==> config.mk <==
export PLATFORM = sky130hd
export DESIGN_NAME = param_fifo_flat
export DESIGN_NICKNAME = d
export VERILOG_FILES = /design/src/rtl/param_fifo_if.sv /design/src/rtl/param_fifo.sv /design/src/flat_wrapper.sv
export SDC_FILE = /design/constraint.sdc
export NUM_CORES = 1
export LEC_CHECK = 0
export BUFFER_PORTS_ARGS = -buffer_cell sky130_fd_sc_hd__buf_2
export CAP_MARGIN = 15
export CORE_UTILIZATION = 35
export CTS_CLUSTER_DIAMETER = 120
export DETAILED_ROUTE_END_ITERATION = 7
export MAX_ROUTING_LAYER = met4
export SYNTH_ARGS = -nofsm -noshare
export SYNTH_HDL_FRONTEND = slang
export SYNTH_SLANG_ARGS = --single-unit
==> constraint.sdc <==
create_clock -name clk -period 12.4 [get_ports clk]
set_input_delay 2.48 -clock clk [delete_from_list [all_inputs] [get_ports clk]]
set_output_delay 2.48 -clock clk [all_outputs]
set_load 0.02 [all_outputs]
==> src/rtl/param_fifo_if.sv <==
// Handshake and status bundle between a producer/consumer stage and param_fifo.
// The FIFO takes the slave side; the stage driving writes/reads takes the master side.
interface param_fifo_if #(
  parameter int ITEM_SIZE_BITS = 32,
  parameter int FIFO_SIZE      = 10
);
  localparam int COUNT_BITS = $clog2(FIFO_SIZE + 1);

  logic                      flush;
  logic [ITEM_SIZE_BITS-1:0] data_in;
  logic                      write;
  logic                      read;
  logic                      clear_errors;
  logic [ITEM_SIZE_BITS-1:0] data_out;
  logic                      empty;
  logic                      full;
  logic                      almost_empty;
  logic                      almost_full;
  logic [COUNT_BITS-1:0]     count;
  logic                      overflow;
  logic                      underflow;

  modport master (
    output flush, data_in, write, read, clear_errors,
    input  data_out, empty, full, almost_empty, almost_full, count, overflow, underflow
  );

  modport slave (
    input  flush, data_in, write, read, clear_errors,
    output data_out, empty, full, almost_empty, almost_full, count, overflow, underflow
  );
endinterface

==> src/rtl/param_fifo.sv <==
// Single-clock FIFO of any depth >= 2 with standard or first-word-fall-through reads,
// programmable almost flags, synchronous flush and sticky overflow/underflow errors.
module param_fifo #(
  parameter int ITEM_SIZE_BITS     = 32,
  parameter int FIFO_SIZE          = 10,
  parameter int FWFT               = 0,
  parameter int ALMOST_FULL_LEVEL  = FIFO_SIZE - 2,
  parameter int ALMOST_EMPTY_LEVEL = 2
) (
  input logic         clk,
  input logic         rst,
  param_fifo_if.slave bus
);
  localparam int PTR_BITS   = $clog2(FIFO_SIZE);
  localparam int COUNT_BITS = $clog2(FIFO_SIZE + 1);

  logic [ITEM_SIZE_BITS-1:0] items [FIFO_SIZE];
  logic [PTR_BITS-1:0]       wr_ptr;
  logic [PTR_BITS-1:0]       rd_ptr;
  logic [COUNT_BITS-1:0]     count_q;
  logic [ITEM_SIZE_BITS-1:0] data_q;
  logic                      overflow_q;
  logic                      underflow_q;

  logic empty_w;
  logic full_w;
  logic rd_ok;
  logic wr_ok;
  logic overflow_set;
  logic underflow_set;

  // Depth need not be a power of two, so wrap is an explicit compare.
  function automatic logic [PTR_BITS-1:0] next_ptr(input logic [PTR_BITS-1:0] p);
    return (p == PTR_BITS'(FIFO_SIZE - 1)) ? '0 : p + PTR_BITS'(1);
  endfunction

  assign empty_w       = (count_q == '0);
  assign full_w        = (count_q == COUNT_BITS'(FIFO_SIZE));
  assign rd_ok         = bus.read & ~empty_w;
  assign wr_ok         = bus.write & (~full_w | rd_ok);
  assign overflow_set  = bus.write & ~wr_ok;
  assign underflow_set = bus.read & empty_w;

  always_ff @(posedge clk or negedge rst) begin
    if (!rst) begin
      wr_ptr      <= '0;
      rd_ptr      <= '0;
      count_q     <= '0;
      data_q      <= '0;
      overflow_q  <= 1'b0;
      underflow_q <= 1'b0;
    end else begin
      if (bus.flush) begin
        wr_ptr  <= '0;
        rd_ptr  <= '0;
        count_q <= '0;
      end else begin
        if (wr_ok) wr_ptr <= next_ptr(wr_ptr);
        if (rd_ok) rd_ptr <= next_ptr(rd_ptr);
        case ({wr_ok, rd_ok})
          2'b10:   count_q <= count_q + COUNT_BITS'(1);
          2'b01:   count_q <= count_q - COUNT_BITS'(1);
          default: count_q <= count_q;
        endcase
        if ((FWFT == 0) && rd_ok) data_q <= items[rd_ptr];
      end
      // A new error in the same cycle as clear_errors must survive the clear.
      overflow_q  <= overflow_set | (overflow_q & ~bus.clear_errors);
      underflow_q <= underflow_set | (underflow_q & ~bus.clear_errors);
    end
  end

  always_ff @(posedge clk) begin
    if (wr_ok && !bus.flush) items[wr_ptr] <= bus.data_in;
  end

  assign bus.data_out     = (FWFT != 0) ? (empty_w ? '0 : items[rd_ptr]) : data_q;
  assign bus.empty        = empty_w;
  assign bus.full         = full_w;
  assign bus.almost_empty = (int'(count_q) <= ALMOST_EMPTY_LEVEL);
  assign bus.almost_full  = (int'(count_q) >= ALMOST_FULL_LEVEL);
  assign bus.count        = count_q;
  assign bus.overflow     = overflow_q;
  assign bus.underflow    = underflow_q;
endmodule
==> src/flat_wrapper.sv <==
// flat-port wrapper written by rule: the top's interface ports become plain ports
module param_fifo_flat 
#(
  parameter int ITEM_SIZE_BITS     = 32,
  parameter int FIFO_SIZE          = 10,
  parameter int FWFT               = 0,
  parameter int ALMOST_FULL_LEVEL  = FIFO_SIZE - 2,
  parameter int ALMOST_EMPTY_LEVEL = 2
)
  (clk, rst, bus_flush, bus_data_in, bus_write, bus_read, bus_clear_errors, bus_data_out, bus_empty, bus_full, bus_almost_empty, bus_almost_full, bus_count, bus_overflow, bus_underflow);
  param_fifo_if #(.ITEM_SIZE_BITS(ITEM_SIZE_BITS), .FIFO_SIZE(FIFO_SIZE)) bus_i ();
  input logic clk;
  input logic rst;
  input wire logic [$bits(bus_i.flush)-1:0] bus_flush;
  input wire logic [$bits(bus_i.data_in)-1:0] bus_data_in;
  input wire logic [$bits(bus_i.write)-1:0] bus_write;
  input wire logic [$bits(bus_i.read)-1:0] bus_read;
  input wire logic [$bits(bus_i.clear_errors)-1:0] bus_clear_errors;
  output wire logic [$bits(bus_i.data_out)-1:0] bus_data_out;
  output wire logic [$bits(bus_i.empty)-1:0] bus_empty;
  output wire logic [$bits(bus_i.full)-1:0] bus_full;
  output wire logic [$bits(bus_i.almost_empty)-1:0] bus_almost_empty;
  output wire logic [$bits(bus_i.almost_full)-1:0] bus_almost_full;
  output wire logic [$bits(bus_i.count)-1:0] bus_count;
  output wire logic [$bits(bus_i.overflow)-1:0] bus_overflow;
  output wire logic [$bits(bus_i.underflow)-1:0] bus_underflow;
  assign bus_i.flush = bus_flush;
  assign bus_i.data_in = bus_data_in;
  assign bus_i.write = bus_write;
  assign bus_i.read = bus_read;
  assign bus_i.clear_errors = bus_clear_errors;
  assign bus_data_out = bus_i.data_out;
  assign bus_empty = bus_i.empty;
  assign bus_full = bus_i.full;
  assign bus_almost_empty = bus_i.almost_empty;
  assign bus_almost_full = bus_i.almost_full;
  assign bus_count = bus_i.count;
  assign bus_overflow = bus_i.overflow;
  assign bus_underflow = bus_i.underflow;
  param_fifo #(.ITEM_SIZE_BITS(ITEM_SIZE_BITS), .FIFO_SIZE(FIFO_SIZE), .FWFT(FWFT), .ALMOST_FULL_LEVEL(ALMOST_FULL_LEVEL), .ALMOST_EMPTY_LEVEL(ALMOST_EMPTY_LEVEL)) u_core (.clk(clk), .rst(rst), .bus(bus_i));
endmodule
==> out/qor.txt, run 1 <==
outcome - finished clean
first-pass GRT wire length - 43060 microns
Commonest cells post-synth - edfxtp_1 (320), nand2_1 (69), o21ai_1 (59)
IR drop worst, VDD - 98.48 uV
synthesis-to-finish area growth - 15.99%
I/O Buffers - 79
clk slew on worst S/H paths - 0.06 ns
EDFF count, synth - 320
Post-route DRC - 0
Arrival @ worst endpoint - 4.63 ns
Rows - 73
Synth Warn # - 0
Final #Nets - 896
clock tree root driver cell - clkbuf_16
Worst-Margin Slew - 1.102 ns
Finished Core Util - 41.49%
Multi-input gate area - 0.003387 sq mm
Synth area leaders - edfxtp_1 (67%), mux4_2 (8.8%), dfrtp_1 (8.0%), mux2_2 (2.6%), mux2i_1 (2.4%)
largest net degree at the start of global routing - 69
Total Wirelength - 27600 microns
Hold Fails Final Rpt - 0
pwr dens - 182.1 mW/mm^2
die area - 0.04180 sq mm
biggest area consumer among synthesized cells - edfxtp_1
Setup crit end kind - flop
crit path kind - input pin to flop
crit path time final - 4.456 ns
global routing met1 resource utilization - 17.46%
vias in the first global route - 7366
CTS tree - done
clock sinks - 366
fin. max-slew vios - 0
Max Cap Viol - 0
worst min path class - flop to flop
Worst EP required - 12.57 ns
H-Tree Depth - 2
Filler Cell Count - 3526
Hold Buf Count CTS - 0
RSZ-0062 raised after global routing - no
drt initial violations - 411
Post-Synthesis Cells - 761
Hold WS - 0.4761 ns
R2R setup slack - 9.28 ns
Resized Gates After CTS - 0
Placed Area - 0.01538 sq mm
syn nets - 804
relative slew slack - 26.36%
DR WL/cell - 19.58 microns
asr flop ratio synth - 12.57%
CP Launch Type - input pin
post-DP HPWL - 15870 microns
P_leak - 5.486 nW
initial core utilization - 35.77%
sequential cell area - 0.01077 sq mm
crit share post-route - 35.94%
routing usage on met2 - 23.63%
setup TNS - 0 ns
final setup violating endpoints - 0
Max Clock Freq - 224.4 MHz
gr ovfl total - 0
die height - 204.4 microns
first-pass iteration count of the detailed router - 4
die width - 204.4 microns
vias per cell - 4.912
initial antenna violation count - 3
Max clock buf depth - 3
#FFs+latches synth - 366
global-route usage over all layers - 14.07%
area share of the leading cell type in the synthesized netlist - 66.99%
layout cell share with drive strength beyond 1 - 30.16%
CP Max Fanout - 23
antenna-violating nets left - 0
Top FF cell, synth - edfxtp_1
mean post-synth cell area - 18.85 sq um
met3 Resource Use GR - 2.503%
busiest grt layer - met2
Placer Congestion - 0.7294
Seq/Total Area, Yosys - 75.02%
Skew-Pair Late Insertion Delay - 0.53 ns
count leader, synth - edfxtp_1
Post-Place Cells - 1337
Post-Syn Area - 0.01434 sq mm
Final Instance Count excl. Fillers - 1409
Final Skew - 0.01639 ns
Core Area - 0.04010 sq mm
io pins - 80
distinct cell type count after synthesis - 47
Final Cell Area - 0.01664 sq mm
DR vias - 6921
CTS Buf Count - 39
number of setup buffers added after CTS - 0
==> cell families after synthesis <==
group / after synthesis / share of synthesized area [%]
flip-flops: 366 / 75.02
multiplexers: 131 / 15.22
AND/OR/NAND/NOR: 117 / 3.751
AO/OA/AOI/OAI: 91 / 3.568
buffers and inverters: 49 / 1.832
adder cells (fa/ha/maj): 5 / 0.4885
XOR/XNOR: 2 / 0.1221
==> critical path, cell delays in order <==
cell and delay (ns):
buf_2 0.19, o21ai_2 0.14, or4b_4 0.57, nor3_2 0.73, buf_4 0.50
==> area by class of cell <==
class / instances / share of cell area, %
Clock inverter: 19 / 0.9626
Tap cell: 525 / 3.948
Antenna cell: 2 / 0.03008
Inverter: 7 / 0.1579
Multi-Input combinational cell: 346 / 20.36
Timing Repair Buffer: 93 / 3.234
Sequential cell: 366 / 64.74
Clock buffer: 51 / 6.573
==> through the flow <==
stage / total power [mW] / worst slack [ns]
6_report: 3.030 / 7.944
5_1_grt: 3.163 / 7.809
4_1_cts: 3.074 / 7.903
3_5_place_dp: 1.942 / 7.362
3_3_place_gp: 1.938 / 7.459
2_1_floorplan: 1.800 / 5.616
==> worst paths after layout <==
path                            cells past startpoint                       to                    start
worst min-delay path                                2  u_core.bus.data_out[21]  u_core.bus.data_out[21]
worst max register to register                      5       u_core.items[4][8]      u_core.bus.count[0]
worst max-delay path                                5       u_core.items[4][8]                bus_write
max in group asynchronous                           2         u_core.rd_ptr[0]                      rst
min in group asynchronous                           2      u_core.bus.count[2]                      rst
worst min register to register                      2  u_core.bus.data_out[21]  u_core.bus.data_out[21]
==> routing by layer <==
metal / share of wire, % / wire, microns / vias to the layer above
met2: 51 / 13940 / 109
met1: 44 / 12090 / 3567
met3: 4.0 / 1104 / 39
met5: 0 / 0 / -
met4: 1.7 / 459 / 0
li1: - / - / 3206
==> layout by cell type (no fill, tap or decap), types with 3 or more instances in the layout <==
master	instances
clkinv_2	9
nand3_1	4
buf_12	3
mux2i_1	34
o21ai_1	59
ha_1	4
inv_1	6
clkinv_1	3
nor3_2	3
clkbuf_1	7
nor3_1	7
buf_4	11
nand2b_1	4
nand2_1	69
clkbuf_16	41
clkbuf_8	3
mux2_2	33
dfrtp_1	42
nor2_4	6
edfxtp_1	320
buf_2	79
o21ai_0	11
mux4_2	56
nor2_1	8
mux4_1	8
a21oi_1	10
==> flip-flops by register name (all words and copies together), names as in the netlist <==
register,count
u_core.items,320
u_core.bus.data_out,32
u_core.bus.count,4
u_core.rd_ptr,4
u_core.wr_ptr,4
u_core.bus.overflow,1
u_core.bus.underflow,1
==> power by group <==
| group | switching (mW) | total [mW] | internal, mW | leakage, nW |
|---|---|---|---|---|
| registers | 0.0593 | 1.47 | 1.41 | 3.47 |
| logic | 0.245 | 0.432 | 0.187 | 1.40 |
| clock network | 0.462 | 1.13 | 0.666 | 0.618 |
Power figures use the tool's default switching activity.
==> inputs of run 2 (changes only) <==
--- a/config.mk
+++ b/config.mk
@@ -5,6 +5,7 @@
 export SDC_FILE = /design/constraint.sdc
 export NUM_CORES = 1
 export LEC_CHECK = 0
+export ABC_AREA = 1
 export BUFFER_PORTS_ARGS = -buffer_cell sky130_fd_sc_hd__buf_2
 export CAP_MARGIN = 15
 export CORE_UTILIZATION = 35
==> constraint.sdc (replaced) <==
create_clock -name clk -period 3.7 [get_ports clk]
set_input_delay 0.74 -clock clk [delete_from_list [all_inputs] [get_ports clk]]
set_output_delay 0.74 -clock clk [all_outputs]
set_load 0.02 [all_outputs]
==> run 2 against run 1 <==
  * Flip-flop and latch count unchanged
  * Combinational power increased to 5.1 times the previous value
  * Hold slack got worse by 0.24 ns
  * Cell count increased by 37%
  * Largest cell class unchanged
==> out/qor.txt, run 2 <==
Final #Nets - 1396 (+56%)
die height - 208.0 microns (+1.7%)
Top FF cell, synth - edfxtp_1
Top reg by flops - u_core.items
IR drop worst, VDD - 477.9 uV (+390%)
fin. max-slew vios - 0 (unchanged)
P_leak - 6.661 nW (+21%)
RSZ-0062 raised after global routing - no
Synth area leaders - edfxtp_1 (65%), dfrtp_1 (7.8%), nand2_1 (6.0%), nor2_1 (5.0%), o21ai_0 (3.5%)
CP Max Fanout - 18 (-22%)
antenna-violating nets left - 0 (unchanged)
Pwr Total - 10.85 mW (+260%)
most frequent cells in the layout - edfxtp_1 (320), nand2_1 (236), nor2_1 (190)
die width - 208.0 microns (+1.7%)
Synth Warn # - 0 (unchanged)
post-DP HPWL - 19310 microns (+22%)
crit path kind - flop to flop
outcome - finished clean
clk slew on worst S/H paths - 0.06 ns (about the same)
first-pass iteration count of the detailed router - 5 (+1)
Hold WS - 0.2321 ns (-0.2440 ns)
commonest non-fill, non-tap cell in the layout - edfxtp_1
Rows - 75 (+2.7%)
relative slew slack - 30.47% (+4.1 points)
CTS Buf Count - 40 (+2.6%)
syn nets - 1311 (+63%)
vias in the first global route - 8936 (+21%)
H-Tree Depth - 2 (unchanged)
count leader, synth - edfxtp_1
Max Cap Viol - 0 (unchanged)
synthesis-to-finish area growth - 15.56%
first-pass GRT wire length - 52570 microns (+22%)
asr flop ratio synth - 12.57% (unchanged)
Final Skew - 0.02419 ns (+0.007800 ns)
io pins - 80 (unchanged)
vias per cell - 4.875 (-0.75%)
setup TNS - 0 ns (unchanged)
Hold Buf Count CTS - 0 (unchanged)
DR WL/cell - 17.60 microns (-10%)
Post-route DRC - 0 (unchanged)
Final Cell Area - 0.01716 sq mm (+3.1%)
Worst-Margin Slew - 1.042 ns (-0.06008 ns)
Commonest cells post-synth - edfxtp_1 (320), nand2_1 (236), nor2_1 (198)
CP Launch Type - flop
crit path time final - 2.575 ns
die area - 0.04325 sq mm (+3.5%)
I/O Buffers - 79 (unchanged)
Arrival @ worst endpoint - 2.81 ns (-1.82 ns)
crit share post-route - 69.60%
number of setup buffers added after CTS - 0 (unchanged)
Resized Gates After CTS - 0 (unchanged)
final setup violating endpoints - 0 (unchanged)
Seq/Total Area, Yosys - 72.47% (-2.5 points)
gr ovfl total - 0 (unchanged)
CTS tree - done
initial antenna violation count - 2 (-1)
mean post-synth cell area - 11.71 sq um (-38%)
clock tree root driver cell - clkbuf_16
DR vias - 9380 (+36%)
Skew-Pair Late Insertion Delay - 0.54 ns (about the same)
Placed Area - 0.01593 sq mm (+3.6%)
Max clock buf depth - 3 (unchanged)
distinct cell type count after synthesis - 29 (-38%)
layout cell share with drive strength beyond 1 - 13.52% (-17 points)
#FFs+latches synth - 366 (unchanged)
max reg flops - 320 (unchanged)
Worst EP required - 3.94 ns (-8.63 ns)
R2R cell count - 9 (+4)
clock sinks - 366 (unchanged)
Post-Syn Area - 0.01485 sq mm (+3.5%)
worst min path class - input pin to asynchronous set/reset pin
largest net degree at the start of global routing - 196 (+180%)
Placer Congestion - 0.7959 (+9.1%)
initial core utilization - 35.48% (-0.30 points)
biggest area consumer among synthesized cells - edfxtp_1
pwr dens - 632.2 mW/mm^2 (+250%)
Post-Synthesis Cells - 1268 (+67%)
Total Wirelength - 33870 microns (+23%)
global-route usage over all layers - 16.17% (+2.1 points)
Max Clock Freq - 388.3 MHz
Core Area - 0.04185 sq mm (+4.4%)
Hold Fails Final Rpt - 0 (unchanged)
EDFF count, synth - 320 (unchanged)
Finished Core Util - 41.00% (-0.50 points)
Setup crit end kind - flop
area share of the leading cell type in the synthesized netlist - 64.72% (-2.3 points)
drt initial violations - 708 (+72%)
run 2: critical path, cell delays in order (launching register included):
cell	delay [ns]
dfrtp_1	0.47
nor2_1	0.11
nand2_2	0.14
nand2_2	0.09
nand2_1	0.13
nand3_2	0.14
inv_2	0.14
nand3_2	0.21
nor2_4	0.56
buf_4	0.28
run 2: per-layer routing:
metal	share of wire [%]	vias up	global-route usage (%)
li1	-	4535	-
met5	0	-	-
met1	45	4575	20.96
met4	1.6	0	3.908
met3	4.9	43	2.521
met2	49	227	26.65
run 2: kinds of logic (layout without fill, tap and decap cells):
kind of cell / count (synthesis) / count (layout) / share of synthesized area (%)
AND/OR/NAND/NOR: 525 / 525 / 14.33
other: 0 / 2 / 0
AO/OA/AOI/OAI: 219 / 219 / 7.972
XOR/XNOR: 3 / 3 / 0.1770
buffers and inverters: 150 / 265 / 4.576
flip-flops: 366 / 366 / 72.47
adder cells (fa/ha/maj): 5 / 5 / 0.4719
run 2: power by group:
part | leakage (nW) | total [mW] | switching [mW] | internal [mW]
Combinational | 2.65 | 2.22 | 1.54 | 0.683
Sequential | 3.42 | 4.88 | 0.159 | 4.72
Clock | 0.592 | 3.74 | 1.56 | 2.18
Total | 6.66 | 10.8 | 3.26 | 7.59
run 2: path summary, 6_finish.rpt:
path	slack (ns)	endpoint	startpoint
setup reg to reg	1.12	u_core.items[5][7]	u_core.bus.count[3]
min in group clk	0.40	u_core.bus.overflow	bus_clear_errors
setup / recovery	1.12	u_core.items[5][7]	u_core.bus.count[3]
hold / removal	0.23	u_core.bus.data_out[17]	rst
hold reg to reg	0.52	u_core.bus.underflow	u_core.bus.underflow
max in group asynchronous	2.53	u_core.bus.data_out[15]	rst
run 2: final cells by class:
class,instances,area (sq um)
Fill cell,3996,24690
Tap cell,539,674.4
Sequential cell,366,10760
Antenna cell,2,5.005
Multi-Input combinational cell,752,3481
Timing Repair Buffer,107,680.7
Inverter,86,325.3
Clock buffer,61,1130
Clock inverter,11,97.59
run 2: metrics by stage:
stage,cells,setup slack (ns)
2_1_floorplan,1268,-0.9157
3_3_place_gp,1850,0.9672
3_5_place_dp,1850,0.9356
4_1_cts,1922,1.110
5_1_grt,1924,0.9013
6_report,1924,1.125
